--- src/rtl/snake_pkg.sv ---
// Shared types and constants for the snake position tracker: screen geometry,
// direction and FSM encodings, and direction helpers.
package snake_pkg;

  localparam int SEG      = 20;
  localparam int MAX_LEN  = 20;
  localparam int SCREEN_W = 640;
  localparam int SCREEN_H = 480;

  typedef enum logic [1:0] {UP, DOWN, LEFT, RIGHT} dir_t;
  typedef enum logic [1:0] {IDLE, RUN, DEAD} state_t;

  function automatic dir_t opposite(input dir_t d);
    case (d)
      UP:      return DOWN;
      DOWN:    return UP;
      LEFT:    return RIGHT;
      default: return LEFT;
    endcase
  endfunction

  // Buttons are {up,down,left,right}; the highest pressed wins.
  function automatic dir_t btn_to_dir(input logic [3:0] btn);
    if (btn[3])      return UP;
    else if (btn[2]) return DOWN;
    else if (btn[1]) return LEFT;
    else             return RIGHT;
  endfunction

endpackage

--- src/rtl/snake_tick_gen.sv ---
// Move-tick divider: counts vga_clk cycles while enabled and pulses tick on the
// last count of each TICK_DIV-cycle period.
module snake_tick_gen #(
  parameter int TICK_DIV = 2500000
) (
  input  logic vga_clk,
  input  logic reset,
  input  logic en,
  input  logic clr,
  output logic tick
);

  localparam int CW = (TICK_DIV > 2) ? $clog2(TICK_DIV) : 1;
  localparam logic [CW-1:0] LAST = CW'(TICK_DIV - 1);

  logic [CW-1:0] count;

  assign tick = en && (count == LAST);

  // NOTE: clocked state uses non-blocking assignments so every register
  // samples pre-edge values regardless of block ordering.
  always_ff @(posedge vga_clk) begin
    if (reset || clr) begin
      count <= '0;
    end else if (en) begin
      count <= tick ? '0 : count + 1'b1;
    end
  end

endmodule

--- src/rtl/snake_body_tracker.sv ---
// Snake head position, direction latch, growth and body-segment history.
// Outputs are a stable frame between move ticks for the collision checker.
module snake_body_tracker
  import snake_pkg::*;
#(
  parameter int SEG      = snake_pkg::SEG,
  parameter int MAX_LEN  = snake_pkg::MAX_LEN,
  parameter int START_X  = 320,
  parameter int START_Y  = 240,
  parameter int TICK_DIV = 2500000
) (
  input  logic                  vga_clk,
  input  logic                  reset,
  input  logic [3:0]            btn_dir,
  input  logic                  grow,
  input  logic                  game_over,
  output logic [9:0]            snakex,
  output logic [9:0]            snakey,
  output logic [MAX_LEN*10-1:0] storex,
  output logic [MAX_LEN*10-1:0] storey,
  output logic [7:0]            length,
  output logic                  move_tick
);

  state_t      state;
  dir_t        dir;
  dir_t        req;
  logic        dir_locked;
  logic        grow_pend;
  logic        active;
  logic        accept;
  logic        tick;
  logic [10:0] nx;
  logic [10:0] ny;

  assign active = (state == RUN) && !game_over;
  assign req    = btn_to_dir(btn_dir);
  // Only a real turn locks the direction; re-pressing the current way is a no-op.
  assign accept = active && (|btn_dir) && !dir_locked && (req != dir) && (req != opposite(dir));

  snake_tick_gen #(.TICK_DIV(TICK_DIV)) u_tick_gen (
    .vga_clk (vga_clk),
    .reset   (reset),
    .en      (active),
    .clr     (state == IDLE),
    .tick    (tick)
  );

  // NOTE: both next-head values get a default before the case so no path
  // leaves them unassigned and no latch is inferred.
  always_comb begin
    nx = {1'b0, snakex};
    ny = {1'b0, snakey};
    case (dir)
      RIGHT: begin
        nx = {1'b0, snakex} + 11'(SEG);
        if (nx >= 11'(SCREEN_W)) nx = nx - 11'(SCREEN_W);
      end
      LEFT: begin
        if ({1'b0, snakex} < 11'(SEG)) nx = {1'b0, snakex} + 11'(SCREEN_W) - 11'(SEG);
        else                           nx = {1'b0, snakex} - 11'(SEG);
      end
      DOWN: begin
        ny = {1'b0, snakey} + 11'(SEG);
        if (ny >= 11'(SCREEN_H)) ny = ny - 11'(SCREEN_H);
      end
      UP: begin
        if ({1'b0, snakey} < 11'(SEG)) ny = {1'b0, snakey} + 11'(SCREEN_H) - 11'(SEG);
        else                           ny = {1'b0, snakey} - 11'(SEG);
      end
    endcase
  end

  always_ff @(posedge vga_clk) begin
    if (reset) begin
      state      <= IDLE;
      dir        <= RIGHT;
      dir_locked <= 1'b0;
      grow_pend  <= 1'b0;
      snakex     <= 10'(START_X);
      snakey     <= 10'(START_Y);
      length     <= '0;
      move_tick  <= 1'b0;
    end else begin
      move_tick <= 1'b0;
      case (state)
        IDLE: begin
          if (|btn_dir) begin
            state      <= RUN;
            dir        <= req;
            dir_locked <= 1'b0;
          end
        end
        RUN: begin
          if (game_over) begin
            state <= DEAD;
          end else begin
            if (grow)   grow_pend <= 1'b1;
            if (accept) dir <= req;
            if (tick) begin
              move_tick  <= 1'b1;
              snakex     <= nx[9:0];
              snakey     <= ny[9:0];
              grow_pend  <= 1'b0;
              // A turn taken on the tick cycle belongs to the next interval.
              dir_locked <= accept;
              if ((grow_pend || grow) && (length < 8'(MAX_LEN))) length <= length + 8'd1;
            end else if (accept) begin
              dir_locked <= 1'b1;
            end
          end
        end
        DEAD: ;
        default: state <= IDLE;
      endcase
    end
  end

  logic [9:0] body_x [MAX_LEN];
  logic [9:0] body_y [MAX_LEN];

  for (genvar i = 0; i < MAX_LEN; i++) begin : g_slot
    logic [9:0] src_x;
    logic [9:0] src_y;
    if (i == 0) begin : g_head
      assign src_x = snakex;
      assign src_y = snakey;
    end else begin : g_prev
      assign src_x = body_x[i-1];
      assign src_y = body_y[i-1];
    end

    // NOTE: body slots are read by the checker every pixel, so unlike a RAM
    // they need a defined reset value.
    always_ff @(posedge vga_clk) begin
      if (reset) begin
        body_x[i] <= '0;
        body_y[i] <= '0;
      end else if (tick) begin
        body_x[i] <= src_x;
        body_y[i] <= src_y;
      end
    end

    assign storex[i*10 +: 10] = body_x[i];
    assign storey[i*10 +: 10] = body_y[i];
  end

endmodule

--- config.mk ---
export PLATFORM = sky130hd
export DESIGN_NAME = snake_body_tracker
export DESIGN_NICKNAME = d
export VERILOG_FILES = /design/src/rtl/snake_pkg.sv /design/src/rtl/snake_tick_gen.sv /design/src/rtl/snake_body_tracker.sv
export SDC_FILE = /design/constraint.sdc
export NUM_CORES = 1
export LEC_CHECK = 0
export CAP_MARGIN = 25
export CORE_MARGIN = 4
export CORE_UTILIZATION = 35
export CTS_BUF_LIST = sky130_fd_sc_hd__clkbuf_2 sky130_fd_sc_hd__clkbuf_4 sky130_fd_sc_hd__clkbuf_8
export CTS_CLUSTER_DIAMETER = 80
export DETAILED_ROUTE_END_ITERATION = 16
export PLACE_DENSITY = 0.59
export SLEW_MARGIN = 40
export SYNTH_ARGS = -nofsm -noshare
export SYNTH_HDL_FRONTEND = slang
export SYNTH_SLANG_ARGS = --single-unit
--- constraint.sdc ---
create_clock -name vga_clk -period 23.4 [get_ports vga_clk]
set_clock_uncertainty 0.2 [all_clocks]
set_input_delay 4.68 -clock vga_clk [delete_from_list [all_inputs] [get_ports vga_clk]]
set_output_delay 4.68 -clock vga_clk [all_outputs]
set_load 0.05 [all_outputs]
==> metrics <==
status=finished clean; Syn-to-layout area delta=32.5%; CP required=23.44 ns; Worst setup SP type=input pin; MaxCap Viol Count=0; post-layout util=0.470; PD cells=76.4 mW/mm^2; routed len/inst=17.7 microns; diode count=0; VDD IR max=46.0 uV; GR Overflow Total=0; Die Span X=220 microns; Placer Congestion=0.797; row cnt=77; crit path time final=8.25 ns; WP data arrival=8.30 ns; asr flop ratio synth=0; first-pass GRT wire length=56800 microns; Reg clk slew, reported paths=0.06 ns; Core ar.=0.0442 sq mm; final hold violation count=0; number of synthesized flops with an enable pin=320; Port Buffers=352; CP endpoint kind=flop; syn_area_per_cell=13.4 sq um; CTS tree=built; drt total wl=38600 microns; cell count after synthesis=1169; Fillers=3947; Netlist cell types=68; crit path from=game_over; pre-CTS setup slack=14.49 ns; H-tree depth=3; initial core utilization=0.355; Primary FF master, synth=edfxtp_1; Root Buffer=clkbuf_8; number of antenna violations at the first check in global routing=1; Crit Path Class=input pin to flop; worst hold start=u_tick_gen.count[1]; DR pass1 iterations=4; post-route ant nets=0; clk_lat worst skew=0.61 ns; vias in the first global route=9705; Die Area=0.0483 sq mm; r2r startpoint=u_tick_gen.count[6]; Pwr Total=1590 uW; Chip Height=220 microns; setup tns final=0 ns; DP HPWL=26700 microns; Seq/Total Area, Yosys=0.680; Vias=9851; RSZ-0062 raised after global routing=false; Post-CTS Resized=0; synthesized area=0.0157 sq mm; Slew HR=0.483; #FFs+latches synth=373; Vias/cell=4.51; Post-CTS Hold Buffers=0; depth of the worst register-to-register path=7; total track usage=0.153; cts bufs inserted=67; DR iter-0 viols=587; CP max FO=58; Worst Hold Class=flop to flop; # DRC=0; Fmax=0.121 GHz; Final #Nets=1560; num ports=437; crit path to=body_y[6][9]; pin count of the biggest net entering global routing=106; area of the multi-input gates=0.00439 sq mm; Register Area=0.0107 sq mm; Worst Tran Pin Value=0.776 ns; reg-to-reg slack, setup=19.17 ns; leakage=0.00748 uW; r2r endpoint=body_y[6][9]; fin worst setup slack=15.15 ns; Final Setup Violations=0; YS warnings=0; Setup Buffers After CTS=0; layout cells sized above 1=0.0786; final period utilization=0.353; worst hold slack=0.277 ns; clk buf depth=3; Clock Sinks=373; max-slew violation count=0
==> worst max-delay path, stage by stage <==
cell             delay (ns)
clkdlybuf4s50_1        0.47
and4bb_1               0.42
nand4_1                0.25
or2_4                  0.41
nand2b_4               0.42
buf_12                 0.29
buf_4                  0.65
buf_4                  0.60
==> synth_stat cells (4+ instances only) <==
| library cell | count | share of area |
|---|---|---|
| nor2b_1 | 10 | 0.0040 |
| edfxtp_1 | 320 | 0.61 |
| nand4_1 | 9 | 0.0036 |
| nand2b_1 | 9 | 0.0036 |
| nor4_1 | 8 | 0.0032 |
| nand2_1 | 30 | 0.0072 |
| a211oi_1 | 4 | 0.0019 |
| nor4b_1 | 4 | 0.0022 |
| and2_1 | 318 | 0.13 |
| xor2_1 | 22 | 0.012 |
| or3_1 | 8 | 0.0032 |
| mux2i_1 | 6 | 0.0038 |
| clkbuf_1 | 22 | 0.0053 |
| o2111ai_1 | 4 | 0.0022 |
| nor3_1 | 15 | 0.0048 |
| inv_1 | 13 | 0.0031 |
| nor2_1 | 55 | 0.013 |
| a21o_1 | 4 | 0.0019 |
| a21oi_1 | 18 | 0.0057 |
| ha_1 | 8 | 0.0064 |
| clkbuf_2 | 26 | 0.0083 |
| o21ai_0 | 18 | 0.0057 |
| xnor2_1 | 19 | 0.011 |
| buf_4 | 84 | 0.040 |
| dfxtp_1 | 53 | 0.068 |
| o211ai_1 | 5 | 0.0024 |
| nand3_1 | 14 | 0.0045 |
==> layout by cell type, fill, tap and decap left out, drive strengths merged, types with 4 or more instances in the layout <==
| master | n |
|---|---|
| or3 | 8 |
| a211oi | 4 |
| nor4 | 8 |
| a21oi | 18 |
| clkbuf | 87 |
| nand3 | 14 |
| nand4 | 9 |
| o21ai | 18 |
| ha | 8 |
| nor3 | 16 |
| inv | 15 |
| o211ai | 5 |
| o2111ai | 4 |
| mux2i | 6 |
| nand2 | 30 |
| a21o | 4 |
| or2 | 4 |
| buf | 11 |
| edfxtp | 320 |
| nor4b | 4 |
| xor2 | 22 |
| clkinv | 18 |
| clkdlybuf4s50 | 352 |
| and2 | 318 |
| nor2b | 10 |
| xnor2 | 19 |
| clkinvlp | 5 |
| nor2 | 56 |
| conb | 84 |
| nand2b | 9 |
| dfxtp | 53 |
==> power by group <==
group	internal, uW	switching (uW)
sequential	750	18.6
clock	335	266
combinational	51.9	167
==> flip-flops by register name, indices dropped and copies added, names as in the netlist <==
| signal | flops |
|---|---|
| length | 8 |
| dir_locked | 1 |
| move_tick | 1 |
| body_x | 160 |
| snakey | 8 |
| grow_pend | 1 |
| state | 2 |
| dir | 2 |
| body_y | 160 |
| u_tick_gen.count | 22 |
| snakex | 8 |
==> through the flow <==
step | area, sq um | cells
6_report | 20800 | 2182
5_1_grt | 20800 | 2182
4_1_cts | 20800 | 2182
3_5_place_dp | 19500 | 2067
3_3_place_gp | 19400 | 2066
2_1_floorplan | 16000 | 1252
==> per-layer routing <==
| metal | routed length (microns) | global-route usage | vias up |
|---|---|---|---|
| li1 | - | - | 4661 |
| met4 | 756 | 0.0454 | 0 |
| met5 | 0 | 0 | - |
| met3 | 4450 | 0.0774 | 57 |
| met2 | 17800 | 0.240 | 384 |
| met1 | 15700 | 0.185 | 4749 |
==> final cells by class <==
cell class,instances,share of cell area
Multi-Input combinational cell,726,0.211
Clock buffer,87,0.0519
Tap cell,592,0.0356
Clock inverter,28,0.0109
Timing Repair Buffer,363,0.175
Inverter,13,0.00235
Sequential cell,373,0.513
==> worst min-delay path by stage <==
stage	slack, ns	endpoint	cells after the start
after floorplan	0.24	grow_pend	2
after global placement	0.25	grow_pend	2
after detailed placement	0.27	grow_pend	2
after CTS	0.28	grow_pend	2
after global routing	0.31	u_tick_gen.count[1]	2
final	0.28	u_tick_gen.count[1]	2
==> logic make-up after synthesis <==
kind of cell,share of synthesized area
xor gates and xnor gates,0.0229
adders and majority gates,0.00638
buffers and inverters,0.0605
and+or+nand+nor,0.189
other,0.000239
AOI/OAI and AO/OA,0.0363
DFF,0.680
muxes,0.00455
(Power assumes the default switching activity.)
